**src/rtl/ps2_pkg.sv**
```systemverilog
// PS/2 shared types: FSM state encoding, frame geometry and default cycle constants for ps2_tx / ps2_rx.
// Latency: n/a (package). Backpressure: n/a.
// Default constants assume the 25 MHz divided clock.
package ps2_pkg;

    typedef enum logic [2:0] {
        ST_IDLE  = 3'd0,
        ST_RTS   = 3'd1,
        ST_START = 3'd2,
        ST_DATA  = 3'd3,
        ST_STOP  = 3'd4,
        ST_WAIT  = 3'd5
    } ps2_state_t;

    localparam int FRAME_BITS          = 11;
    localparam int DATA_BITS           = 8;
    localparam int INHIBIT_CYCLES_DFLT = 2500;
    localparam int FILTER_LEN_DFLT     = 8;
    localparam int TIMEOUT_CYCLES_DFLT = 500000;

    // PS/2 uses odd parity over the data byte
    function automatic logic odd_parity(input logic [DATA_BITS-1:0] b);
        return ~^b;
    endfunction

endpackage

```
**src/rtl/ps2_line_filter.sv**
```systemverilog
// Glitch filter for one PS/2 line: level changes only after FILTER_LEN equal samples; fall pulses on 1->0.
// Latency: FILTER_LEN+1 clk from pad change to level/fall. Backpressure: none, free-running.
// Reset level is high (idle bus), so a line held low through reset produces one fall afterwards.
module ps2_line_filter
    import ps2_pkg::*;
#(
    parameter int FILTER_LEN = FILTER_LEN_DFLT
) (
    input  logic clk,
    input  logic reset,
    input  logic line_in,
    output logic level,
    output logic fall
);

    logic [FILTER_LEN-1:0] samples;

    always_ff @(posedge clk) begin
        if (reset) begin
            samples <= '1;
            level   <= 1'b1;
            fall    <= 1'b0;
        end else begin
            samples <= {samples[FILTER_LEN-2:0], line_in};
            fall    <= 1'b0;
            if (&samples) begin
                level <= 1'b1;
            end else if (~|samples) begin
                level <= 1'b0;
                fall  <= level;
            end
        end
    end

endmodule

```
**src/rtl/ps2_tx.sv**
```systemverilog
// Host-to-device PS/2 transmitter: request-to-send, 11-bit frame clocked by the device, ack check.
// Latency: tx_idle drops 1 clk after wr_ps2; ps2c held low INHIBIT_CYCLES; frame paced by device clock.
// Backpressure: wr_ps2 accepted only while tx_idle=1, otherwise dropped. Watchdog via PS2_TX_TIMEOUT_EN.
module ps2_tx
    import ps2_pkg::*;
#(
    parameter int INHIBIT_CYCLES = INHIBIT_CYCLES_DFLT,
    parameter int FILTER_LEN     = FILTER_LEN_DFLT
`ifdef PS2_TX_TIMEOUT_EN
    ,
    parameter int TIMEOUT_CYCLES = TIMEOUT_CYCLES_DFLT
`endif
) (
    input  logic                 clk,
    input  logic                 reset,
    input  logic                 wr_ps2,
    input  logic [DATA_BITS-1:0] din,
    input  logic                 ps2c_in,
    input  logic                 ps2d_in,
    output logic                 ps2c_oe,
    output logic                 ps2d_oe,
    output logic                 tx_idle,
    output logic                 tx_done,
    output logic                 tx_err
);

    // One counter serves both the RTS inhibit and, when enabled, the watchdog
`ifdef PS2_TX_TIMEOUT_EN
    localparam int CNT_MAX = (TIMEOUT_CYCLES > INHIBIT_CYCLES) ? TIMEOUT_CYCLES : INHIBIT_CYCLES;
`else
    localparam int CNT_MAX = INHIBIT_CYCLES;
`endif
    localparam int CNT_W = $clog2(CNT_MAX + 1);
    localparam logic [3:0] BIT_LAST = 4'(FRAME_BITS - 2);

    ps2_state_t           state, state_n;
    logic [DATA_BITS:0]   shift, shift_n;
    logic [3:0]           bit_cnt, bit_cnt_n;
    logic [CNT_W-1:0]     cnt, cnt_n;
    logic                 ack_ok, ack_ok_n;
    logic                 c_oe_n, d_oe_n, done_n, err_n;
    logic                 c_lvl, c_fall, d_lvl, d_fall_unused;

    ps2_line_filter #(.FILTER_LEN(FILTER_LEN)) u_filt_c (
        .clk     (clk),
        .reset   (reset),
        .line_in (ps2c_in),
        .level   (c_lvl),
        .fall    (c_fall)
    );

    ps2_line_filter #(.FILTER_LEN(FILTER_LEN)) u_filt_d (
        .clk     (clk),
        .reset   (reset),
        .line_in (ps2d_in),
        .level   (d_lvl),
        .fall    (d_fall_unused)
    );

    always_ff @(posedge clk) begin
        if (reset) begin
            state   <= ST_IDLE;
            shift   <= '0;
            bit_cnt <= '0;
            cnt     <= '0;
            ack_ok  <= 1'b0;
            ps2c_oe <= 1'b0;
            ps2d_oe <= 1'b0;
            tx_done <= 1'b0;
            tx_err  <= 1'b0;
        end else begin
            state   <= state_n;
            shift   <= shift_n;
            bit_cnt <= bit_cnt_n;
            cnt     <= cnt_n;
            ack_ok  <= ack_ok_n;
            ps2c_oe <= c_oe_n;
            ps2d_oe <= d_oe_n;
            tx_done <= done_n;
            tx_err  <= err_n;
        end
    end

    always_comb begin
        state_n   = state;
        shift_n   = shift;
        bit_cnt_n = bit_cnt;
        cnt_n     = cnt;
        ack_ok_n  = ack_ok;
        c_oe_n    = ps2c_oe;
        d_oe_n    = ps2d_oe;
        done_n    = 1'b0;
        err_n     = 1'b0;

        case (state)
            ST_IDLE: begin
                c_oe_n = 1'b0;
                d_oe_n = 1'b0;
                if (wr_ps2) begin
                    shift_n   = {odd_parity(din), din};
                    bit_cnt_n = '0;
                    cnt_n     = '0;
                    c_oe_n    = 1'b1;
                    state_n   = ST_RTS;
                end
            end
            ST_RTS: begin
                if (cnt == CNT_W'(INHIBIT_CYCLES - 1)) begin
                    // start bit goes out as the clock is released
                    c_oe_n  = 1'b0;
                    d_oe_n  = 1'b1;
                    cnt_n   = '0;
                    state_n = ST_START;
                end else begin
                    cnt_n = cnt + 1'b1;
                end
            end
            ST_START: begin
                if (c_fall) begin
                    d_oe_n    = ~shift[0];
                    shift_n   = {1'b0, shift[DATA_BITS:1]};
                    bit_cnt_n = 4'd1;
                    state_n   = ST_DATA;
                end
            end
            ST_DATA: begin
                if (c_fall) begin
                    if (bit_cnt == BIT_LAST) begin
                        d_oe_n  = 1'b0;
                        state_n = ST_STOP;
                    end else begin
                        d_oe_n    = ~shift[0];
                        shift_n   = {1'b0, shift[DATA_BITS:1]};
                        bit_cnt_n = bit_cnt + 4'd1;
                    end
                end
            end
            ST_STOP: begin
                d_oe_n = 1'b0;
                if (c_fall) begin
                    ack_ok_n = ~d_lvl;
                    state_n  = ST_WAIT;
                end
            end
            ST_WAIT: begin
                if (c_lvl && d_lvl) begin
                    done_n  = ack_ok;
                    err_n   = ~ack_ok;
                    state_n = ST_IDLE;
                end
            end
            default: begin
                c_oe_n  = 1'b0;
                d_oe_n  = 1'b0;
                state_n = ST_IDLE;
            end
        endcase

`ifdef PS2_TX_TIMEOUT_EN
        if (state != ST_IDLE && state != ST_RTS) begin
            cnt_n = c_fall ? '0 : cnt + 1'b1;
        end
        if (state != ST_IDLE && cnt == CNT_W'(TIMEOUT_CYCLES - 1)) begin
            c_oe_n  = 1'b0;
            d_oe_n  = 1'b0;
            done_n  = 1'b0;
            err_n   = 1'b1;
            state_n = ST_IDLE;
        end
`endif
    end

    assign tx_idle = (state == ST_IDLE);

endmodule

```
**config.mk**
```make
export PLATFORM = sky130hd
export DESIGN_NAME = ps2_tx
export DESIGN_NICKNAME = d
export VERILOG_FILES = /design/src/rtl/ps2_pkg.sv /design/src/rtl/ps2_line_filter.sv /design/src/rtl/ps2_tx.sv
export SDC_FILE = /design/constraint.sdc
export NUM_CORES = 1
export LEC_CHECK = 0
export BUFFER_PORTS_ARGS = -buffer_cell sky130_fd_sc_hd__buf_2
export CAP_MARGIN = 30
export CELL_PAD_IN_SITES_DETAIL_PLACEMENT = 1
export CELL_PAD_IN_SITES_GLOBAL_PLACEMENT = 2
export CORE_ASPECT_RATIO = 2
export CORE_MARGIN = 10
export CORE_UTILIZATION = 40
export CTS_BUF_LIST = sky130_fd_sc_hd__clkbuf_16
export DETAILED_ROUTE_END_ITERATION = 12
export PLACE_DENSITY = 0.84
export SLEW_MARGIN = 20
export SYNTH_ARGS = -nofsm -noshare
export SYNTH_HDL_FRONTEND = slang
export SYNTH_HIERARCHICAL = 1
export SYNTH_SLANG_ARGS = --single-unit
```
**constraint.sdc**
```tcl
create_clock -name clk -period 3.6 [get_ports clk]
set_input_delay 0.36 -clock clk [delete_from_list [all_inputs] [get_ports clk]]
set_output_delay 0.36 -clock clk [all_outputs]
set_load 0.01 [all_outputs]
```
==> results.toml, run 1 <==
[power]
p_sw_mw = 0.529
combPwrFrac_pct = 26.7
power_frac_seq_pct = 42.6
p_int_mw = 1.06
vdd_drop_max_v = 0.000343
power_density_nw_per_um2 = 582
p_leak_nw = 1.04
switching_share_pct = 33.2
clkPwrFrac_pct = 30.7

[clock_tree]
worstSkewPairLatency_ns = 0.30
cts_setup_buffers = 0
cts_buffers = 5
cts.clk_slew.worst_paths_ns = 0.07
ctsHoldBuffers = 0
clock-sinks = 52
ctsRootBufferMaster = "clkbuf_16"
cts-resized-gates = 0
cts_tree = "done"
clockBufferDepth = 2
htree_levels = 2

[worst_setup_path]
start_kind = "flop"
critPathArrivalTime_ns = 2.39
endpoint_kind = "flop"
crit_fanout = 9
required_ns = 3.81
path_class = "reg -> reg"

[timing]
worst_slew_pin_slew_ns = 0.723
layout_min_cycle_time_ns = 2.18
fmax_mhz = 459
rsz0062_at_grt = "no"
max_slew_margin_pct = 51.3
tns_ns = 0
slew_viol_final = 0
setup_viol = 0
finalHoldViolCount = 0
finalCritPeriodShare_pct = 60.6
clock-skew-final_ns = 0.00700

[synth]
syn-instance-count = 272
synth.net_count = 288
syn_area_um2 = 2450
ys_warn_count = 6
syn_avg_cell_area_um2 = 9.00

[floorplan]
start_util_pct = 41.1
rows = 40
fp.dieArea_um2 = 9840
core_area_um2 = 5960
die_x_um = 75.3
die_h_um = 131
ios = 18

[placement]
portBuffers = 17
place_congestion = 0.835
placed_cells = 342
dp_hpwl_um = 4650

[global_routing]
grt-ovfl-total = 0
grt_pass1_wl_um = 10800
grtUsageTotal_pct = 14.1
first_global_vias = 2153
grt_max_degree = 43
antenna_found_initial = 0

[finish]
drive_above_1_share_pct = 16.0
fin_cells = 350
nets = 302
num_antenna_cells = 0
syn2layout_area_growth_pct = 11.8

[drt]
drt_wl_total_um = 6300
drt-initial-drc-count = 74
ant_nets = 0
firstDrtPassIters = 3
drt-vias-per-instance = 6.06
wl_per_cell_um = 18.0
vias = 2120
drc = 0

[flow_run]
drv_cap = 0

[outcome]
outcome = "finished clean"

[hold_path]
hold_class = "in -> reg"
## cells in the final DEF, fill, tap and decap left out, drive strengths merged, types with 6 or more instances in the layout
cell type and instances:
nor4 11, nand3 7, a21oi 20, and3 6, buf 22, nand2 15, mux2i 10, dfxtp 52
or2 16, nand2b 7, or3 9, nor2 13, xnor2 6, nor3 6, o21ai 18
## final timing paths
check,start,to,slack (ns),cells past startpoint
worst max-delay path,cnt[0],state[2],1.42,6
worst min-delay path,ps2c_in,u_filt_c/samples[0],0.24,2
worst max register to register,cnt[0],state[2],1.42,6
worst min register to register,ack_ok,tx_err,0.46,1
## layer usage
layer	vias to the layer above	global-route usage (%)	share of wire [%]
met5	-	0	0
met3	13	2.79	2.0
met1	1059	14.1	37
met4	0	6.05	2.5
li1	1030	-	-
met2	18	26.6	59
## metrics by stage
step | area, um^2 | power [mW] | hold slack, ns | setup WS [ns] | utilization (%)
after floorplan | 2450 | 0.992 | 0.413 | 1.82 | -
after global placement | 2580 | 1.11 | 0.442 | 1.53 | 43.4
after detailed placement | 2580 | 1.12 | 0.446 | 1.44 | 43.4
after CTS | 2740 | 1.61 | 0.238 | 1.41 | 45.9
after global routing | 2740 | 1.69 | 0.233 | 1.25 | 45.9
final | 2740 | 1.59 | 0.236 | 1.42 | 45.9
## power groups by stage
stage          clock network, mW  logic [mW]  registers, mW
2_1_floorplan                  0       0.327          0.665
4_1_cts                    0.503       0.432          0.678
3_3_place_gp                   0       0.419          0.687
5_1_grt                    0.528       0.475          0.688
6_report                   0.489       0.424          0.678
3_5_place_dp                   0       0.428          0.692
## registers in the layout, summed over array words and instances, names as in the netlist, 3 cells and up
name and flops:
bit_cnt 4, cnt 12, shift 9, state 3, u_filt_c/samples 8, u_filt_d/samples 8
## cell type report
| type | instances | area [um^2] |
|---|---|---|
| Clock buffer | 5 | 125 |
| Clock inverter | 3 | 26.3 |
| Fill cell | 716 | 3220 |
| Inverter | 4 | 15.0 |
| Multi-Input combinational cell | 201 | 1330 |
| Sequential cell | 52 | 1040 |
| Tap cell | 63 | 78.8 |
| Timing Repair Buffer | 22 | 123 |
## worst max-delay path, cell delays in order (launching register included)
cell      delay [ns]
dfxtp_1         0.39
ha_1            0.25
and4bb_2        0.29
a31oi_1         0.16
buf_4           0.22
or4_4           0.56
o32ai_1         0.22
No activity file was read; power rests on OpenSTA's default activity.
==> run 2, diff against run 1 <==
ABC_AREA = 1   (was unset)
CORE_UTILIZATION = 34   (was 40)
PLACE_DENSITY = 0.78   (was 0.84)
clock period = 2.24 ns   (was 3.6 ns; I/O delays follow)
==> run 2 against run 1 <==
Total power increased by 90%. Combinational power up 130%. Critical path depth increased by 1. Cell area grew 6.4%. Critical endpoint is now bit_cnt[2].
==> results.toml, run 2 <==
[timing]
finalHoldViolCount = 0
slew_viol_final = 0
rsz0062_at_grt = "no"
worst_slew_pin_slew_ns = 0.712
finalCritPeriodShare_pct = 86.8
max_slew_margin_pct = 52.5
layout_min_cycle_time_ns = 1.94
clock-skew-final_ns = 0.00594
fmax_mhz = 514
tns_ns = 0
setup_viol = 0

[drt]
drc = 0
firstDrtPassIters = 4
wl_per_cell_um = 13.5
drt_wl_total_um = 6380
ant_nets = 0
vias = 2294
drt-initial-drc-count = 81
drt-vias-per-instance = 4.84

[clock_tree]
worstSkewPairLatency_ns = 0.30
cts_tree = "done"
cts_setup_buffers = 0
ctsHoldBuffers = 0
cts_buffers = 5
cts.clk_slew.worst_paths_ns = 0.07
htree_levels = 2
ctsRootBufferMaster = "clkbuf_16"
cts-resized-gates = 0
clockBufferDepth = 2
clock-sinks = 52

[hold_path]
hold_path_end = "u_filt_c/samples[0]"
hold_depth = 2
hp-start = "ps2c_in"
hold_class = "in -> reg"

[worst_setup_path]
path_class = "reg -> reg"
required_ns = 2.43
start_kind = "flop"
r2r_cells = 7
critical-path-slowest-cell = "dfxtp_1"
reg2reg_setup_slack_ns = 0.30
rr_endpoint = "bit_cnt[2]"
rr_startpoint = "state[2]"
timing.critical_path.mode_cell = "nor2_1"
critPathTopFamily = "simple AND/OR/NAND/NOR gates"
critPathArrivalTime_ns = 2.13
critical_path_depth = 7
cpPeakStageDelay_ns = 0.65
crit_fanout = 18
crit_chain = "inv_6 > nand2_4 > nor2_4 > nor2_1 > nand3_2 > o21ai_0 > nor2_1"
worst-path-buf-inv = 1
endpoint_kind = "flop"

[finish]
mostFrequentLayoutCells = "91 x nand2_1, 52 x dfxtp_1, 43 x nor2_1"
regArea_um2 = 1040
n_fill_cell = 972
drive_above_1_share_pct = 13.6
final_util_pct = 39.8
final_cell_area_um2 = 2910
syn2layout_area_growth_pct = 12.8
nets = 397
largest_register_ffs = 12
multi_input_area_um2 = 1340
largest-register = "cnt"
num_antenna_cells = 0
final_common_cell = "nand2_1"
reg_top3 = "cnt x12, shift x9"
fin_cells = 474

[synth]
ys_warn_count = 6
syn-instance-count = 363
synth.net_count = 379
syn_area_um2 = 2580
syn_avg_cell_area_um2 = 7.11

[placement]
place_congestion = 0.795
placed_cells = 466
dpl_cell_area_um2 = 2740
portBuffers = 17
dp_hpwl_um = 4880

[power]
combPwrFrac_pct = 32.5
p_sw_mw = 1.13
p_int_mw = 1.89
power_frac_seq_pct = 38.0
vdd_drop_max_v = 0.000553
power_density_nw_per_um2 = 1040
switching_share_pct = 37.4
clkPwrFrac_pct = 29.5
p_leak_nw = 1.22

[global_routing]
first_global_vias = 2456
grtUsageTotal_pct = 11.8
grt_max_degree = 28
grt-ovfl-total = 0
grt_pass1_wl_um = 11000
antenna_found_initial = 0

[floorplan]
rows = 44
start_util_pct = 35.3
die_h_um = 143
fp.dieArea_um2 = 11700
core_area_um2 = 7320
ios = 18
die_x_um = 81.6

[outcome]
outcome = "finished clean"

[flow_run]
drv_cap = 0
==> run 2: final cells by class <==
| cell class | instances | area share (%) |
|---|---|---|
| multi-input combinational | 265 | 45.9 |
| sequential | 52 | 35.8 |
| tap | 92 | 3.95 |
| clock inverter | 3 | 1.63 |
| inverter | 38 | 5.07 |
| timing repair buffer | 19 | 3.44 |
| clock buffer | 5 | 4.30 |
==> run 2: power by group through the flow <==
stage / logic, mW / clock network (mW) / registers, mW
after floorplan: 0.816 / 0 / 1.12
after global placement: 0.985 / 0 / 1.16
after detailed placement: 1.00 / 0 / 1.17
after CTS: 1.00 / 0.927 / 1.15
after global routing: 1.14 / 0.969 / 1.16
final: 0.980 / 0.891 / 1.15
==> run 2: worst max path at each step <==
stage | endpoint | slack, ns | startpoint
after CTS | bit_cnt[2] | 0.29 | state[2]
after floorplan | shift[0] | 0.85 | bit_cnt[1]
after global placement | bit_cnt[1] | 0.35 | state[2]
after detailed placement | bit_cnt[2] | 0.29 | state[2]
after global routing | bit_cnt[2] | 0.1 | state[2]
final | bit_cnt[2] | 0.30 | state[2]
==> run 2: metal layers <==
layer	share of wire [%]	vias up	track usage, %
met2	57	16	23.3
met5	0	-	0
li1	-	1191	-
met4	1.7	0	4.32
met3	2.9	6	2.14
met1	39	1081	11.3
==> run 2: stage by stage <==
stage	total power, mW	worst slack, ns	hold WS, ns
after floorplan	1.93	0.850	0.319
after global placement	2.15	0.346	0.402
after detailed placement	2.17	0.293	0.407
after CTS	3.08	0.286	0.0950
after global routing	3.27	0.0998	0.0991
final	3.02	0.295	0.103
